$ cat src/rtl/pipeline_ctrl_pkg.sv
// Shared encodings for the pipeline stall/flush controller: stall and flush-cause
// values, register-bus width, stall vector bit positions and the controller FSM state type.
package pipeline_ctrl_pkg;

  localparam int REG_BUS = 32;
  localparam logic [REG_BUS-1:0] ZERO_WORD = '0;

  localparam logic STOP    = 1'b1;
  localparam logic NO_STOP = 1'b0;

  localparam logic EXCEPTION = 1'b1;
  localparam logic FAILED    = 1'b0;

  localparam int STALL_W  = 4;
  localparam int STALL_IF = 0;
  localparam int STALL_ID = 1;
  localparam int STALL_EX = 2;
  localparam int STALL_CM = 3;

  typedef enum logic {
    RUN      = 1'b0,
    REDIRECT = 1'b1
  } ctrl_state_e;

  // A stalled stage also stops every stage upstream of it.
  function automatic logic [STALL_W-1:0] stall_upto(input int top);
    logic [STALL_W-1:0] m;
    m = {STALL_W{NO_STOP}};
    for (int i = 0; i < STALL_W; i++) begin
      if (i <= top) m[i] = STOP;
    end
    return m;
  endfunction

endpackage

$ cat src/rtl/pipeline_ctrl_stall_watchdog.sv
// Stall statistics: free-running stall-cycle counter and a saturating run counter
// that raises a sticky flag when the pipeline has been stalled for TIMEOUT cycles.
module stall_watchdog
  import pipeline_ctrl_pkg::*;
#(
  parameter int TIMEOUT = 1023,
  parameter int CNT_W   = 10
) (
  input  logic               clk,
  input  logic               rst,
  input  logic               stall_active,
  input  logic               flush,
  output logic [REG_BUS-1:0] stall_cycles,
  output logic               stall_timeout
);

  localparam logic [CNT_W-1:0] RUN_MAX = CNT_W'(TIMEOUT);

  logic [CNT_W-1:0]   run_q, run_d;
  logic               timeout_q, timeout_d;
  logic [REG_BUS-1:0] cycles_q, cycles_d;

  // NOTE: every variable written here gets a default first, so no path can infer a latch.
  always_comb begin
    run_d     = '0;
    timeout_d = timeout_q | (run_q == RUN_MAX);
    cycles_d  = cycles_q;
    if (stall_active) begin
      cycles_d = cycles_q + REG_BUS'(1);
    end
    if (stall_active && !flush) begin
      run_d = (run_q == RUN_MAX) ? run_q : run_q + CNT_W'(1);
    end
  end

  // NOTE: state updates use non-blocking assignments so all registers sample the same pre-edge values.
  always_ff @(posedge clk or negedge rst) begin
    if (!rst) begin
      run_q     <= '0;
      timeout_q <= 1'b0;
      cycles_q  <= ZERO_WORD;
    end else begin
      run_q     <= run_d;
      timeout_q <= timeout_d;
      cycles_q  <= cycles_d;
    end
  end

  assign stall_cycles  = cycles_q;
  assign stall_timeout = timeout_q;

endmodule

$ cat src/rtl/pipeline_ctrl.sv
// Central stall/flush controller for the dual-issue pipeline: merges stage stall
// requests, arbitrates exception vs mispredict flushes and holds fetch until redirect ack.
module pipeline_ctrl
  import pipeline_ctrl_pkg::*;
#(
  parameter int TIMEOUT = 1023,
  parameter int CNT_W   = 10
) (
  input  logic               clk,
  input  logic               rst,
  input  logic               stallreq_if,
  input  logic               stallreq_id,
  input  logic               stallreq_ex,
  input  logic               stallreq_cm,
  input  logic               exc_req,
  input  logic               exc_inst_sel,
  input  logic [REG_BUS-1:0] exc_target,
  input  logic               bp_fail,
  input  logic [REG_BUS-1:0] bp_target,
  input  logic               redirect_ack,
  output logic [STALL_W-1:0] stall,
  output logic               flush,
  output logic               flush_cause,
  output logic               exception_inst_sel,
  output logic [REG_BUS-1:0] new_pc,
  output logic [REG_BUS-1:0] stall_cycles,
  output logic               stall_timeout
);

  ctrl_state_e        state_q;
  logic [REG_BUS-1:0] target_q;
  logic [STALL_W-1:0] merged;

  always_comb begin
    if (stallreq_cm)      merged = stall_upto(STALL_CM);
    else if (stallreq_ex) merged = stall_upto(STALL_EX);
    else if (stallreq_id) merged = stall_upto(STALL_ID);
    else if (stallreq_if) merged = stall_upto(STALL_IF);
    else                  merged = {STALL_W{NO_STOP}};
  end

  // Exceptions flush in either state; a mispredict only while not already redirecting.
  always_comb begin
    flush              = 1'b0;
    flush_cause        = FAILED;
    exception_inst_sel = 1'b0;
    new_pc             = target_q;
    stall              = merged;
    if (exc_req) begin
      flush              = 1'b1;
      flush_cause        = EXCEPTION;
      exception_inst_sel = exc_inst_sel;
      new_pc             = exc_target;
    end else if (state_q == RUN && bp_fail) begin
      flush       = 1'b1;
      flush_cause = FAILED;
      new_pc      = bp_target;
    end
    if (flush) begin
      stall = {STALL_W{NO_STOP}};
    end else if (state_q == REDIRECT && !redirect_ack) begin
      stall[STALL_IF] = STOP;
    end
  end

  always_ff @(posedge clk or negedge rst) begin
    if (!rst) begin
      state_q  <= RUN;
      target_q <= ZERO_WORD;
    end else if (flush) begin
      state_q  <= REDIRECT;
      target_q <= new_pc;
    end else if (state_q == REDIRECT && redirect_ack) begin
      state_q  <= RUN;
    end
  end

  stall_watchdog #(
    .TIMEOUT (TIMEOUT),
    .CNT_W   (CNT_W)
  ) u_watchdog (
    .clk           (clk),
    .rst           (rst),
    .stall_active  (|stall),
    .flush         (flush),
    .stall_cycles  (stall_cycles),
    .stall_timeout (stall_timeout)
  );

endmodule

$ cat config.mk
export PLATFORM = sky130hd
export DESIGN_NAME = pipeline_ctrl
export DESIGN_NICKNAME = d
export VERILOG_FILES = /design/src/rtl/pipeline_ctrl_pkg.sv /design/src/rtl/pipeline_ctrl_stall_watchdog.sv /design/src/rtl/pipeline_ctrl.sv
export SDC_FILE = /design/constraint.sdc
export NUM_CORES = 1
export LEC_CHECK = 0
export ABC_AREA = 1
export CAP_MARGIN = 20
export CELL_PAD_IN_SITES_DETAIL_PLACEMENT = 0
export CELL_PAD_IN_SITES_GLOBAL_PLACEMENT = 2
export CORE_MARGIN = 1.5
export CORE_UTILIZATION = 26
export DETAILED_ROUTE_END_ITERATION = 6
export PLACE_DENSITY_LB_ADDON = 0.12
export SLEW_MARGIN = 30
export SYNTH_ARGS = -nofsm -noshare
export SYNTH_HDL_FRONTEND = slang
export SYNTH_SLANG_ARGS = --single-unit
$ cat constraint.sdc
create_clock -name clk -period 3.4 [get_ports clk]
set_input_delay 0.34 -clock clk [delete_from_list [all_inputs] [get_ports clk]]
set_output_delay 0.34 -clock clk [all_outputs]
set_load 0.05 [all_outputs]
# Yosys cells after proc, flatten, opt, wreduce, memory -nomap -nowiden
# Cells that the tools add are included.
# classes
addsub,2
eq_ne,2
mux,17
bitwise_logic,2
reduce_logical,8
# op_table
op,n
32-bit 2-to-1 mux,2
32-bit by 1-bit adder with 32-bit output (second input constant),1
10-bit 2-to-1 mux,2
10-bit by 1-bit adder with 10-bit output (second input constant),1
10-bit equality test (second input constant),1
1-bit 2-to-1 mux,9
4-bit 2-to-1 mux,2
1-bit logical AND,4
4-bit OR reduction,1
3-bit 2-to-1 mux,1
1-bit zero test,2
2-bit 2-to-1 mux,1
2-bit != test (second input constant),1
2-bit nonzero test,1
1-bit inverter,1
1-bit bitwise OR,1
# word_totals
reg_bits,76
input_bits,74
out_inout_bits,72
elab_cells,36

# Logic depth before layout (Yosys ltp)
# logic_depth
depth_word,9
mapped_depth,10
ltp_nobuf,10

# Cells and area by module
# A second synthesis with hierarchy kept.
# hier_totals
hier_cells,565
area_unflattened_um2,4244.1
# modules_own_cells
module,instances,cells_per_inst,area_each_um2
stall_watchdog,1,269,2249.7
pipeline_ctrl,1,296,1994.4

# Worst setup path before layout
# OpenSTA, ideal clock, no wires.
# synth_timing
path_kind,input-to-output
from,in exc_req
to,out stall[2]
t_arrival_ps,1649
required_ps,3060
setup_slack_ps,1411
stages,4
path_buffers,1
cell_sequence,buf_2 nor2_8 inv_1 nor2_1
# synth_between
elab_chain_cells,2
# synth_rtl
element,line_no,text
"start, declared",pipeline_ctrl.sv:15,"input logic exc_req,"
1-bit 2-to-1 mux,pipeline_ctrl.sv:49,if (exc_req) begin
via flush,pipeline_ctrl.sv:22,"output logic flush,"
3-bit 2-to-1 mux,pipeline_ctrl.sv:59,if (flush) begin
"end, declared",pipeline_ctrl.sv:21,"output logic [STALL_W-1:0] stall,"
# The timed path passes the listed nets, and every way through them passes these cells.

# Worst setup path in the final report
# layout_timing
from,in exc_req
to,out exception_inst_sel
# layout_between
elab_chain_cells,1
# layout_rtl
element,line_no,text
1-bit 2-to-1 mux,pipeline_ctrl.sv:49,
"end, declared",pipeline_ctrl.sv:24,"output logic exception_inst_sel,"
# Every way passes these cells.

==> impl_metrics.tcl <==
set metrics [dict create \
    status "complete, no violations" \
    dieArea_um2 16800 \
    ys_seq_area_share_pct 45.7 \
    synth_area_leaders "dfrtp_1 46%, nand2_1 17%, nand3_1 13%, nor2_1 4.8%, inv_1 3.8%" \
    register_area_um2 1900 \
    rsz0062_at_grt "false" \
    timing.hold.ws_ps 32.0 \
    dp_hpwl_um 9230 \
    worstSetupPathType "input port to output port" \
    clockBufferDepth 2 \
    n_fill_cell 1620 \
    ys_seq_elements 76 \
    setup_viol_count_final 0 \
    clk_pin_slew_ps 60 \
    io_pins 146 \
    dieWidth_um 129 \
    period_share_pct 72.8 \
    power.density_nw_per_um2 463 \
    r2r_slack_ps 1450 \
    grt_overflow_total 0 \
    ir_drop_uv 229 \
    syn_nets 635 \
    synth.distinct_cells 31 \
    yosysWarnings 0 \
    maxSlewViolCount 0 \
    drive_gt1_share_pct 11.5 \
    reg2regPathDepth 7 \
    cts_resized 0 \
    vias_per_cell 4.39 \
    netlist.top_cell.by_area "dfrtp_1" \
    fin_skew_ps 5.73 \
    hold_buffers 0 \
    synthArstFlopShare_pct 100 \
    synth_cells 559 \
    clkLatencyLatePin_ps 340 \
    synth_area_um2 4160 \
    multiInputGateArea_um2 2010 \
    grt_max_degree 77 \
    crit_path_frequent_cell "clkdlybuf4s50_1" \
    cts_sinks 76 \
    syn_area_per_cell_um2 7.44 \
    path_cells "clkdlybuf4s50_1 > buf_4 > nand2_1 > inv_1 > clkdlybuf4s50_1" \
    slowest_stage "clkdlybuf4s50_1" \
    min_path_type "input port to async pin" \
    final_net_count 778 \
    post_cts_buffers 0 \
    timing_hold_violations_final 0 \
    slowest_delay_ps 790 \
    reg2reg_to "u_watchdog.stall_cycles[17]$_DFFE_PN0P_" \
    start_util_pct 26.4 \
    antenna_found_initial 0 \
    cap_violations 0 \
    wl_um 12700 \
    max_freq_mhz 404 \
    cp-start-kind "input port" \
    track_usage_pct 16.2 \
    cts_buffers 9 \
    route.detailed.drc 0 \
    num_vias 4050 \
    area.growth.synth_to_final_pct 55.9 \
    tightest_slew_ps 773 \
    synth_edf_count 0 \
    worstPathRequired_ps 3060 \
    grt_pass1_vias 4019 \
    p_leak_nw 2.87 \
    diodes 0 \
    r2r_start "state_q$_DFFE_PN0P_" \
    crit_family "buffers and inverters" \
    cts_tree "done" \
    ant_nets 0 \
    slew_headroom_pct 48.5 \
    path_buf_inv 4 \
    grt_pass1_wl_um 20800 \
    path_max_fanout 18 \
    tns_ps 0 \
    place_congestion 0.736 \
    cp-end-kind "output port" \
    design.core.area_um2 15800 \
    layout_min_cycle_time_ps 2470 \
    port_buffers 145 \
    root_buffer "clkbuf_16" \
    avgRoutedWirePerCell_um 13.7 \
    fp.dieH_um 129 \
    synth_top_area_share_pct 45.7 \
    arrival_ps 2130 \
    first_iter_violations 182 \
    htree_levels 3 \
    drt_first_pass_iters 4 \
    row_count 46 \
    synth_most_common_cell "nand2_1" \
    synth_ff_type "dfrtp_1" \
    synth_top_cells_by_count "188 x nand2_1, 112 x nand3_1, 76 x dfrtp_1" \
]
## state kept, by name, indices dropped and copies added (netlist names)
| name | cells |
|---|---|
| u_watchdog.run_q | 10 |
| u_watchdog.stall_timeout | 1 |
| target_q | 32 |
| state_q | 1 |
| u_watchdog.stall_cycles | 32 |
## how the worst max path moves through the flow
stage | from | end | cells past startpoint
floorplan | exc_req | stall[2] | 4
global placement | exc_req | exception_inst_sel | 5
detailed placement | exc_req | exception_inst_sel | 5
CTS | exc_req | exception_inst_sel | 5
global route | exc_req | exception_inst_sel | 5
finish | exc_req | exception_inst_sel | 5
## cells in the final DEF, fill, tap and decap left out, drive strengths merged, types with 9 or more instances in the layout
cell,count
nand2,192
nand3,113
clkdlybuf4s50,107
dfrtp,76
nor2,65
inv,43
buf,43
xnor2,10
clkbuf,9
nand4,9
o21ai,9
## worst reg2reg max path, delay by kind of cell, from the launching register on
kind	cells	cell delay [ps]
and+or+nand+nor	5	1030
buffers and inverters	1	30
DFF	1	410
AOI/OAI and AO/OA	1	390
## area by class of cell
cell class | instances | area share, %
multi-input cells | 422 | 31.0
repair buffers | 150 | 28.5
flip-flops and latches | 76 | 29.3
well taps | 216 | 4.17
clock inverters | 7 | 1.04
inverters | 43 | 2.49
clock buffers | 9 | 3.47
## through the flow
| stage | total power [mW] | instances | instance area [µm²] | setup slack, ps | utilization, % |
|---|---|---|---|---|---|
| 2_1_floorplan | 1.60 | 559 | 4160 | 1410 | - |
| 3_3_place_gp | 2.07 | 907 | 6190 | 898 | 39.2 |
| 3_5_place_dp | 2.07 | 907 | 6190 | 917 | 39.2 |
| 4_1_cts | 3.06 | 923 | 6480 | 907 | 41.1 |
| 5_1_grt | 3.15 | 923 | 6480 | 834 | 41.1 |
| 6_report | 3.00 | 923 | 6480 | 925 | 41.1 |
## cell families (layout without fill, tap and decap cells)
logic type	Yosys count	count (layout)	synth area share [%]
buf+inv	61	209	5.96
flops	76	76	45.7
simple gates	386	386	41.8
fa+ha+maj	2	2	0.602
xor+xnor	17	17	3.58
compound gates	17	17	2.29
## per-layer routing
metal,up-vias,global-route usage [%],share of wire (%)
li1,2081,-,-
met1,1836,18.7,41
met2,119,26.3,47
met3,14,8.34,10
met4,0,5.10,1.5
met5,-,0,0
## power breakdown
group | switching (mW) | leakage, nW | internal [mW] | total (mW)
combinational | 0.577 | 1.76 | 0.405 | 0.982
sequential | 0.0678 | 0.977 | 0.992 | 1.06
clock | 0.397 | 0.137 | 0.564 | 0.961
total | 1.04 | 2.87 | 1.96 | 3.00
Note: power is estimated with default switching activity, not from simulation.
